$ cat config.mk
export PLATFORM = sky130hd
export DESIGN_NAME = asic_dout_capture
export DESIGN_NICKNAME = d
export VERILOG_FILES = /design/src/rtl/asic_dout_capture.sv
export SDC_FILE = /design/constraint.sdc
export NUM_CORES = 1
export LEC_CHECK = 0
export BUFFER_PORTS_ARGS = -buffer_cell sky130_fd_sc_hd__buf_2
export CAP_MARGIN = 30
export CELL_PAD_IN_SITES_DETAIL_PLACEMENT = 1
export CELL_PAD_IN_SITES_GLOBAL_PLACEMENT = 1
export CORE_UTILIZATION = 50
export DETAILED_ROUTE_END_ITERATION = 10
export GPL_TIMING_DRIVEN = 0
export PLACE_DENSITY = 0.84
export SLEW_MARGIN = 20
export SYNTH_ARGS = -nofsm -noshare
export SYNTH_HDL_FRONTEND = slang
export SYNTH_SLANG_ARGS = --single-unit
$ cat constraint.sdc
create_clock -name clk -period 5.1 [get_ports clk]
set_input_delay 0.51 -clock clk [delete_from_list [all_inputs] [get_ports clk]]
set_output_delay 0.51 -clock clk [all_outputs]
set_load 0.05 [all_outputs]
$ cat src/rtl/asic_dout_capture.sv
// rtl/asic_dout_capture.sv - ASIC output bus capture: synchronise, frame on start, pack per dclk edge into a FIFO read over Avalon-MM
module asic_dout_capture #(
  parameter int DATA_W      = 7,
  parameter int DEPTH       = 64,
  parameter int SYNC_STAGES = 2
) (
  input  logic              clk,
  input  logic              reset,
  input  logic              asic_dclk,
  input  logic [DATA_W-1:0] asic_dout1,
  input  logic [DATA_W-1:0] asic_dout2,
  input  logic              asic_bitout1,
  input  logic              asic_bitout2,
  input  logic              asic_start,
  input  logic              asic_testready,
  input  logic [1:0]        avs_address,
  input  logic              avs_read,
  input  logic              avs_write,
  input  logic [31:0]       avs_writedata,
  output logic [31:0]       avs_readdata
);

  localparam int AW     = $clog2(DEPTH);
  localparam int WORD_W = 2 * DATA_W + 2;
  localparam int IN_W   = WORD_W + 3;

  typedef enum logic [1:0] {
    IDLE    = 2'd0,
    ARMED   = 2'd1,
    CAPTURE = 2'd2,
    DONE    = 2'd3
  } state_t;

  // All ASIC inputs share one synchroniser chain so data and strobe see identical delay
  logic [IN_W-1:0] async_in;
  logic [IN_W-1:0] sync_q [SYNC_STAGES];
  logic [IN_W-1:0] s;

  assign async_in = {asic_testready, asic_start, asic_dclk,
                     asic_bitout2, asic_bitout1, asic_dout2, asic_dout1};
  assign s = sync_q[SYNC_STAGES-1];

  logic [WORD_W-1:0] word;
  logic              sync_dclk, sync_start, sync_testready;
  logic              dclk_d, start_d;
  logic              dclk_rise, start_rise;

  assign word           = s[WORD_W-1:0];
  assign sync_dclk      = s[WORD_W];
  assign sync_start     = s[WORD_W+1];
  assign sync_testready = s[WORD_W+2];
  assign dclk_rise      = sync_dclk & ~dclk_d;
  assign start_rise     = sync_start & ~start_d;

  // Synchroniser shift chain and edge-detect delay flops
  always_ff @(posedge clk or posedge reset) begin
    if (reset) begin
      for (int i = 0; i < SYNC_STAGES; i++) sync_q[i] <= '0;
      dclk_d  <= 1'b0;
      start_d <= 1'b0;
    end else begin
      sync_q[0] <= async_in;
      for (int i = 1; i < SYNC_STAGES; i++) sync_q[i] <= sync_q[i-1];
      dclk_d  <= sync_dclk;
      start_d <= sync_start;
    end
  end

  // Register access decode; flush outranks abort, which outranks arm
  logic wr_ctrl, ctrl_flush, ctrl_abort, ctrl_arm, ctrl_clr_ovf;
  logic wr_len, rd_data;

  assign wr_ctrl      = avs_write && (avs_address == 2'd0);
  assign ctrl_flush   = wr_ctrl && avs_writedata[1];
  assign ctrl_abort   = wr_ctrl && avs_writedata[3] && !ctrl_flush;
  assign ctrl_arm     = wr_ctrl && avs_writedata[0] && !ctrl_flush && !avs_writedata[3];
  assign ctrl_clr_ovf = wr_ctrl && avs_writedata[2];
  assign wr_len       = avs_write && (avs_address == 2'd1);
  assign rd_data      = avs_read && (avs_address == 2'd2);

  logic unused_wdata;
  assign unused_wdata = ^avs_writedata[31:16];

  state_t      state, state_next;
  logic [15:0] frame_len, captured;
  logic        overflow;

  // FIFO storage and pointers; extra pointer bit distinguishes full from empty
  logic [WORD_W-1:0] mem [DEPTH];
  logic [AW:0]       wptr, rptr, level;
  logic              full, empty, pop, push_en;

  assign level = wptr - rptr;
  assign empty = (wptr == rptr);
  assign full  = (level == (AW+1)'(DEPTH));
  assign pop   = rd_data && !empty;

  // Frame counting: the count restarts from zero on the cycle a frame opens
  logic        capturing, cap_push, done_hit;
  logic [15:0] cnt_base, cnt_next;

  assign cnt_base = (state == ARMED) ? 16'd0 : captured;
  assign cnt_next = (cap_push && cnt_base != 16'hFFFF) ? cnt_base + 16'd1 : cnt_base;
  assign done_hit = cap_push && (frame_len != 16'd0) && (cnt_next == frame_len);
  assign push_en  = cap_push && (!full || pop);

  // State register
  always_ff @(posedge clk or posedge reset) begin
    if (reset) state <= IDLE;
    else       state <= state_next;
  end

  // Next-state logic
  always_comb begin
    state_next = state;
    if (ctrl_flush || ctrl_abort) begin
      state_next = IDLE;
    end else begin
      case (state)
        IDLE:    if (ctrl_arm) state_next = ARMED;
        ARMED:   if (start_rise) state_next = done_hit ? DONE : CAPTURE;
        CAPTURE: if (done_hit) state_next = DONE;
        DONE:    if (ctrl_arm) state_next = ARMED;
        default: state_next = IDLE;
      endcase
    end
  end

  // State-decoded outputs: when the counter tracks and when a dclk edge becomes a push
  always_comb begin
    capturing = 1'b0;
    if (!ctrl_flush && !ctrl_abort) begin
      case (state)
        ARMED:   capturing = start_rise;
        CAPTURE: capturing = 1'b1;
        default: capturing = 1'b0;
      endcase
    end
    cap_push = capturing && dclk_rise;
  end

  // Capture counter, frame length register and sticky overflow
  always_ff @(posedge clk or posedge reset) begin
    if (reset) begin
      captured  <= 16'd0;
      frame_len <= 16'd0;
      overflow  <= 1'b0;
    end else begin
      if (capturing) captured <= cnt_next;
      if (wr_len) frame_len <= avs_writedata[15:0];
      if (ctrl_clr_ovf) overflow <= 1'b0;
      if (cap_push && full && !pop) overflow <= 1'b1;
    end
  end

  // FIFO pointer update; flush empties the FIFO regardless of traffic that cycle
  always_ff @(posedge clk or posedge reset) begin
    if (reset) begin
      wptr <= '0;
      rptr <= '0;
    end else if (ctrl_flush) begin
      wptr <= '0;
      rptr <= '0;
    end else begin
      if (push_en) wptr <= wptr + 1'b1;
      if (pop)     rptr <= rptr + 1'b1;
    end
  end

  // FIFO data array write
  always_ff @(posedge clk) begin
    if (push_en) mem[wptr[AW-1:0]] <= word;
  end

  // Registered read mux, one cycle after avs_read
  always_ff @(posedge clk or posedge reset) begin
    if (reset) begin
      avs_readdata <= 32'd0;
    end else if (avs_read) begin
      case (avs_address)
        2'd0: avs_readdata <= {state, sync_testready, 10'd0, overflow, full, empty,
                               {(15-AW){1'b0}}, level};
        2'd1: avs_readdata <= {16'd0, frame_len};
        2'd2: avs_readdata <= empty ? 32'd0
                                    : {1'b1, {(31-WORD_W){1'b0}}, mem[rptr[AW-1:0]]};
        default: avs_readdata <= {16'd0, captured};
      endcase
    end
  end

endmodule

Word-level counts from Yosys, hierarchy flattened
Memory sizes are Yosys's and may differ from the RTL's.
Index checks and enable logic that the tools add are counted.
{ "word_totals": {"regBits": 121, "ram_bits": 1024, "in_bits": 57, "elab_cells": 87, "n_memories": 1} }
{ "memory_table": {"columns": ["memory", "depth", "width", "read_ports", "rd_clocked_by_memory_dff", "wr", "line", "rtl"], "rows": [
  ["mem", 64, 16, 1, 0, 1, "89", "logic [WORD_W-1:0] mem [DEPTH];"]
]} }
{ "classes": {"addsub": 4, "n_eq_ne": 12, "mux": 20, "bitwise_logic": 4, "n_reduce_logical": 35} }
{ "ops": {"columns": ["operator", "n"], "rows": [
  ["32-bit case mux with 3 select lines", 1],
  ["16-bit 2-to-1 mux", 2],
  ["32-bit 2-to-1 mux", 1],
  ["7-bit 2-to-1 mux", 4],
  ["1-bit logical AND", 19],
  ["16-bit by 1-bit adder with 16-bit output (second input constant)", 1],
  ["16-bit equality test", 1],
  ["16-bit != test (second input constant)", 1],
  ["16-bit nonzero test", 1],
  ["7-bit by 1-bit adder with 7-bit output (second input constant)", 2],
  ["2-bit 2-to-1 mux", 4],
  ["7-bit equality test", 1],
  ["7-bit equality test (second input constant)", 1],
  ["7-bit subtractor", 1],
  ["2-bit equality test (second input constant)", 3],
  ["1-bit logical NOT", 6],
  ["1-bit 2-to-1 mux", 6],
  ["2-bit case mux with 3 select lines", 1],
  ["2-bit nonzero test", 3],
  ["2-bit by 1-bit equality test with 1-bit output (second input constant)", 2],
  ["2-bit logical NOT", 2],
  ["3-bit by 1-bit != test with 1-bit output (second input constant)", 1],
  ["3-bit by 2-bit != test with 1-bit output (second input constant)", 1],
  ["3-bit != test (second input constant)", 1],
  ["other kinds (6)", 9]
]} }

Logic depth before layout (Yosys ltp)
{ "depth": {"ltp_word": 17, "mapped_depth": 16} }

Worst setup path before layout
No wires, ideal clock.
{ "synth_path": {"kind": "register to register", "startpoint": "reg rptr[1]", "endpoint": "mem mem[59][0] (netlist name) (enable)", "t_arrival_ns": 5.075, "path_slack_ns": -0.405, "stages_incl_launch_ff": 16, "path_cell_list": "dfrtp_1 -> clkbuf_1 -> clkbuf_1 -> buf_1 -> clkbuf_1 -> inv_1 -> fa_1 -> a21o_1 -> a21oi_1 -> o21bai_1 -> a21oi_1 -> xnor2_1 -> a211oi_1 -> a21o_1 -> clkbuf_1 -> nor4_1"} }
{ "synth_via": {"elab_chain_cells": 7, "word_cells_on_any_way": 10, "cone_classes": "1 x add/sub; 2 x eq/ne; 2 x mux; 5 x reduce/logical"} }
{ "synth_lines": {"columns": ["element", "line", "rtl"], "rows": [
  ["start: declaration", "90", "logic [AW:0] wptr, rptr, level;"],
  ["start signal: assignment", "166", "if (pop) rptr <= rptr + 1'b1;"],
  ["7-bit subtractor or 7-bit equality test (tied branches)", "93, 94", null],
  ["7-bit equality test or 1-bit logical NOT (tied branches)", "95, 96", null],
  ["1-bit logical NOT or 1-bit logical AND (tied branches)", "105, 96", null],
  ["1-bit logical OR *", "105", "assign push_en = cap_push && (!full || pop);"],
  ["1-bit logical AND *", "105", null],
  ["1-bit 2-to-1 mux *", "172", "if (push_en) mem[wptr[AW-1:0]] <= word;"],
  ["1-bit 2-to-1 mux (implied by the code) *", "172", null],
  ["end: declaration", "89", null]
]} }
Mark *: on every way between the ends. The rest lies on a longest branch, timed or not.

Worst setup path after layout
{ "layout_path": {"startpoint": "reg rptr[1]", "endpoint": "mem mem[51][10] (netlist name) (enable)"} }
The elaborated chain is that of the path after synthesis.

==> impl_metrics.json <==
{
  "status": "complete, but fails checks",
  "violations": "design-rule violations, negative setup slack",
  "routed_wl_um": 161800,
  "cp_max_fo": 19,
  "drive_gt1_share_pct": 36.01,
  "portBuffers": 60,
  "synth_compound_area_share_pct": 1.872,
  "maxSlewHeadroom_pct": 14.66,
  "numCtsBuffers": 109,
  "dr.pass1.iters": 9,
  "cap_viol_max_count": 0,
  "vias": 26490,
  "p_per_area_nw_per_um2": 495.4,
  "dieWidth_um": 301.3,
  "wl_met3_um": 21360,
  "fmax_ghz": 0.1863,
  "synth_simple_gate_area_share_pct": 2.712,
  "synth_area_sq_um": 44790,
  "cts.htree.levels": 3,
  "filler_cell_count": 7355,
  "setup_viol": 189,
  "drc": 24,
  "async_flop_share_pct": 9.780,
  "clkTransAtPathRegs_ns": 0.07,
  "grt_start_max_net_pins": 65,
  "yosysTopAreaCell": "edfxtp_1",
  "start_util_pct": 50.61,
  "synth_cell_types": 70,
  "routed-wl-met2_um": 75830,
  "hp-class": "in2reg",
  "finalNetCount": 2490,
  "grt_pass1_vias": 26862,
  "report.final.slew_viol_count": 0,
  "grt_use_total_pct": 34.47,
  "final_util_pct": 59.97,
  "period_minus_slack_ns": 5.368,
  "stdcell_count": 3684,
  "place_congestion": 0.9028,
  "ys_ff_latch": 1135,
  "clockBufferDepth": 3,
  "setup_ws_ns": -0.2680,
  "antenna_found_initial": 17,
  "finalHoldViolCount": 0,
  "final_antenna_net_count": 0,
  "path_class": "reg2reg",
  "dp.cells": 3368,
  "rows": 109,
  "cp_data_arrival_time_ns": 5.77,
  "dp_hpwl_um": 82170,
  "drt-met1-wl_um": 51920,
  "leakagePower_nw": 17.16,
  "ys.flop_type": "edfxtp_1",
  "synth_top_area_share_pct": 68.65,
  "syn2layout_area_growth_pct": 18.49,
  "drtIter0Drc": 4965,
  "worstSetupStartpointType": "register",
  "die_area_sq_um": 90780,
  "syn_avg_cell_area_sq_um": 21.52,
  "muxShareOfSynthArea_pct": 18.06,
  "synth_top_family_by_area": "multiplexers",
  "seq_area_frac_synth_pct": 74.85,
  "worstPathRequired_ns": 5.50,
  "finClkSkew_ns": 0.05793,
  "fin_crit_sh_pct": 105.3,
  "grt_pass1_wl_um": 213400,
  "hold_slack_ns": 0.03346,
  "synth_fa_ha_area_share_pct": 0.3520,
  "dr.max_layer_used": "met5",
  "ios": 89,
  "clk_latency_ns": 0.73,
  "synth_area_leaders": "edfxtp_1 69%, mux4_2 17%, dfrtp_1 6.2%",
  "wl_per_cell_um": 43.92,
  "synth_edf_count": 1024,
  "viasPerCell": 7.191,
  "fp.dieH_um": 301.3,
  "cts_tree": "built",
  "worstMarginPinSlew_ns": 1.280,
  "clkSinkCount": 1135,
  "end_kind": "register",
  "syn_inst": 2081,
  "clock-root-buffer": "clkbuf_16",
  "peakVddDrop_mv": 0.3993,
  "core-area_sq_um": 88510,
  "ys_warn_count": 0,
  "synth_xor_xnor_area_share_pct": 0.5978,
  "overflow": 0
}
## Yosys cell counts, types with 5 or more instances
cell and number:
a21oi_1 35, nand2b_1 5, clkbuf_1 60, mux2_2 34
xor2_1 12, dfrtp_1 111, a22oi_1 9, ha_1 11
xnor2_1 16, o211ai_1 8, o21ai_0 17, buf_1 17
edfxtp_1 1024, nand3_1 18, nor2b_1 10, buf_2 31
nor2_1 97, nor3_1 6, nand2_1 44, and2_1 5
and3_1 5, buf_4 14, a211oi_1 5, o22a_1 6
inv_1 24, nor4_1 21, mux4_2 336, mux2i_1 14
nand4_1 12
## sequential cells by signal, indices dropped and copies added, names as in the netlist, 2 cells and up
signal and count:
sync_q 19, s 19, wptr 7, rptr 7
frame_len 16, avs_readdata 22, state 2, captured 16
mem 1024
## worst max-delay path, stage by stage (launching register included)
cell,delay (ns)
dfrtp_1,0.51
clkbuf_2,0.29
buf_6,0.25
buf_8,0.27
inv_1,0.14
fa_1,0.46
a21o_1,0.21
a21oi_1,0.33
o21bai_1,0.15
a21oi_1,0.26
xnor2_1,0.27
a211oi_4,0.13
a21o_2,0.33
clkbuf_8,0.26
nor4_4,0.51
buf_2,0.35
buf_2,0.26
## area by class of cell
type                    count  area [sq um]  area share [%]
diodes                      6         15.01         0.02829
repair buffers            226          2571           4.844
multi-input cells         803         11180           21.06
clock buffers             138          2917           5.495
well taps                1165          1458           2.746
plain buffers             120         629.4           1.186
clock inverters            65         650.6           1.226
flip-flops and latches   1135         33550           63.22
inverters                  26         102.6          0.1933
## cell families after synthesis
logic type | after synthesis
compound gates | 119
xor+xnor | 29
fa+ha+maj | 12
buf+inv | 152
flops | 1135
mux | 384
other cells | 1
simple gates | 249
## report_power, final
| group | internal (W) | switching [W] | total, W |
|---|---|---|---|
| clock network | 0.00454 | 0.00399 | 0.00853 |
| logic | 0.00293 | 0.00428 | 0.00721 |
| registers | 0.0103 | 0.000269 | 0.0106 |
| total | 0.0178 | 0.00853 | 0.0263 |
## per-layer routing
layer	GRT usage (%)	vias to the layer above
met2	55.13	2808
met5	0	-
met3	9.387	767
li1	-	9355
met4	20.67	22
met1	42.21	13538
## per-stage QoR
step                       TNS, ns  setup WS, ns  power, W  area [sq um]
final                       -20.08       -0.2680   0.02629         53080
after global routing        -1.387      -0.08333   0.02660         53060
after floorplan             -47.95       -0.4053   0.01483         44830
after CTS                        0       0.02606   0.02534         52530
after global placement    -2564.80        -4.307   0.01675         46580
after detailed placement  -2029.82        -2.373   0.01705         47710
## layout by cell type, fill, tap and decap left out, types with 9 or more instances in the layout
| master | netlist | routed |
|---|---|---|
| edfxtp_1 | 1024 | 1024 |
| mux4_2 | 336 | 336 |
| buf_2 | 31 | 109 |
| clkbuf_16 | 0 | 109 |
| dfrtp_1 | 111 | 94 |
| clkbuf_1 | 60 | 68 |
| buf_12 | 0 | 62 |
| nor2_4 | 0 | 55 |
| buf_4 | 14 | 52 |
| nand2_1 | 44 | 44 |
| nor2_1 | 97 | 41 |
| mux2_2 | 34 | 34 |
| a21oi_1 | 35 | 34 |
| clkinv_2 | 0 | 28 |
| buf_6 | 4 | 25 |
| inv_1 | 24 | 23 |
| dlygate4sd3_1 | 0 | 20 |
| nand3_1 | 18 | 17 |
| xnor2_1 | 16 | 16 |
| o21ai_0 | 17 | 16 |
| clkinv_1 | 1 | 15 |
| dfrtp_2 | 0 | 15 |
| mux2i_1 | 14 | 14 |
| nor4_1 | 21 | 13 |
| xor2_1 | 12 | 12 |
| nand4_1 | 12 | 12 |
| buf_1 | 17 | 11 |
| ha_1 | 11 | 11 |
| nor2b_1 | 10 | 10 |
| conb_1 | 1 | 10 |
| a22oi_1 | 9 | 9 |
| clkbuf_8 | 0 | 9 |
| bufinv_16 | 0 | 9 |
## what timing repair did
item	in CTS	in global routing
setup buffers	57	21
setup endpoints to repair	1054	569
hold endpoints to repair	80	0
pin swaps	39	20
resized for setup	46	16
hold buffers	20	0
## final timing paths
kind	slack, ns	depth (start not counted)	startpoint	end
min in group asynchronous	0.49	3	reset	sync_q[34]
max in group asynchronous	3.82	4	reset	avs_readdata[11]
setup / recovery	-0.27	16	rptr[1]	mem[51][10]
setup reg to reg	-0.27	16	rptr[1]	mem[51][10]
hold reg to reg	0.36	0	sync_q[19]	s[0]
hold / removal	0.03	2	avs_writedata[10]	frame_len[10]
No activity file was read; power rests on OpenSTA's default activity.
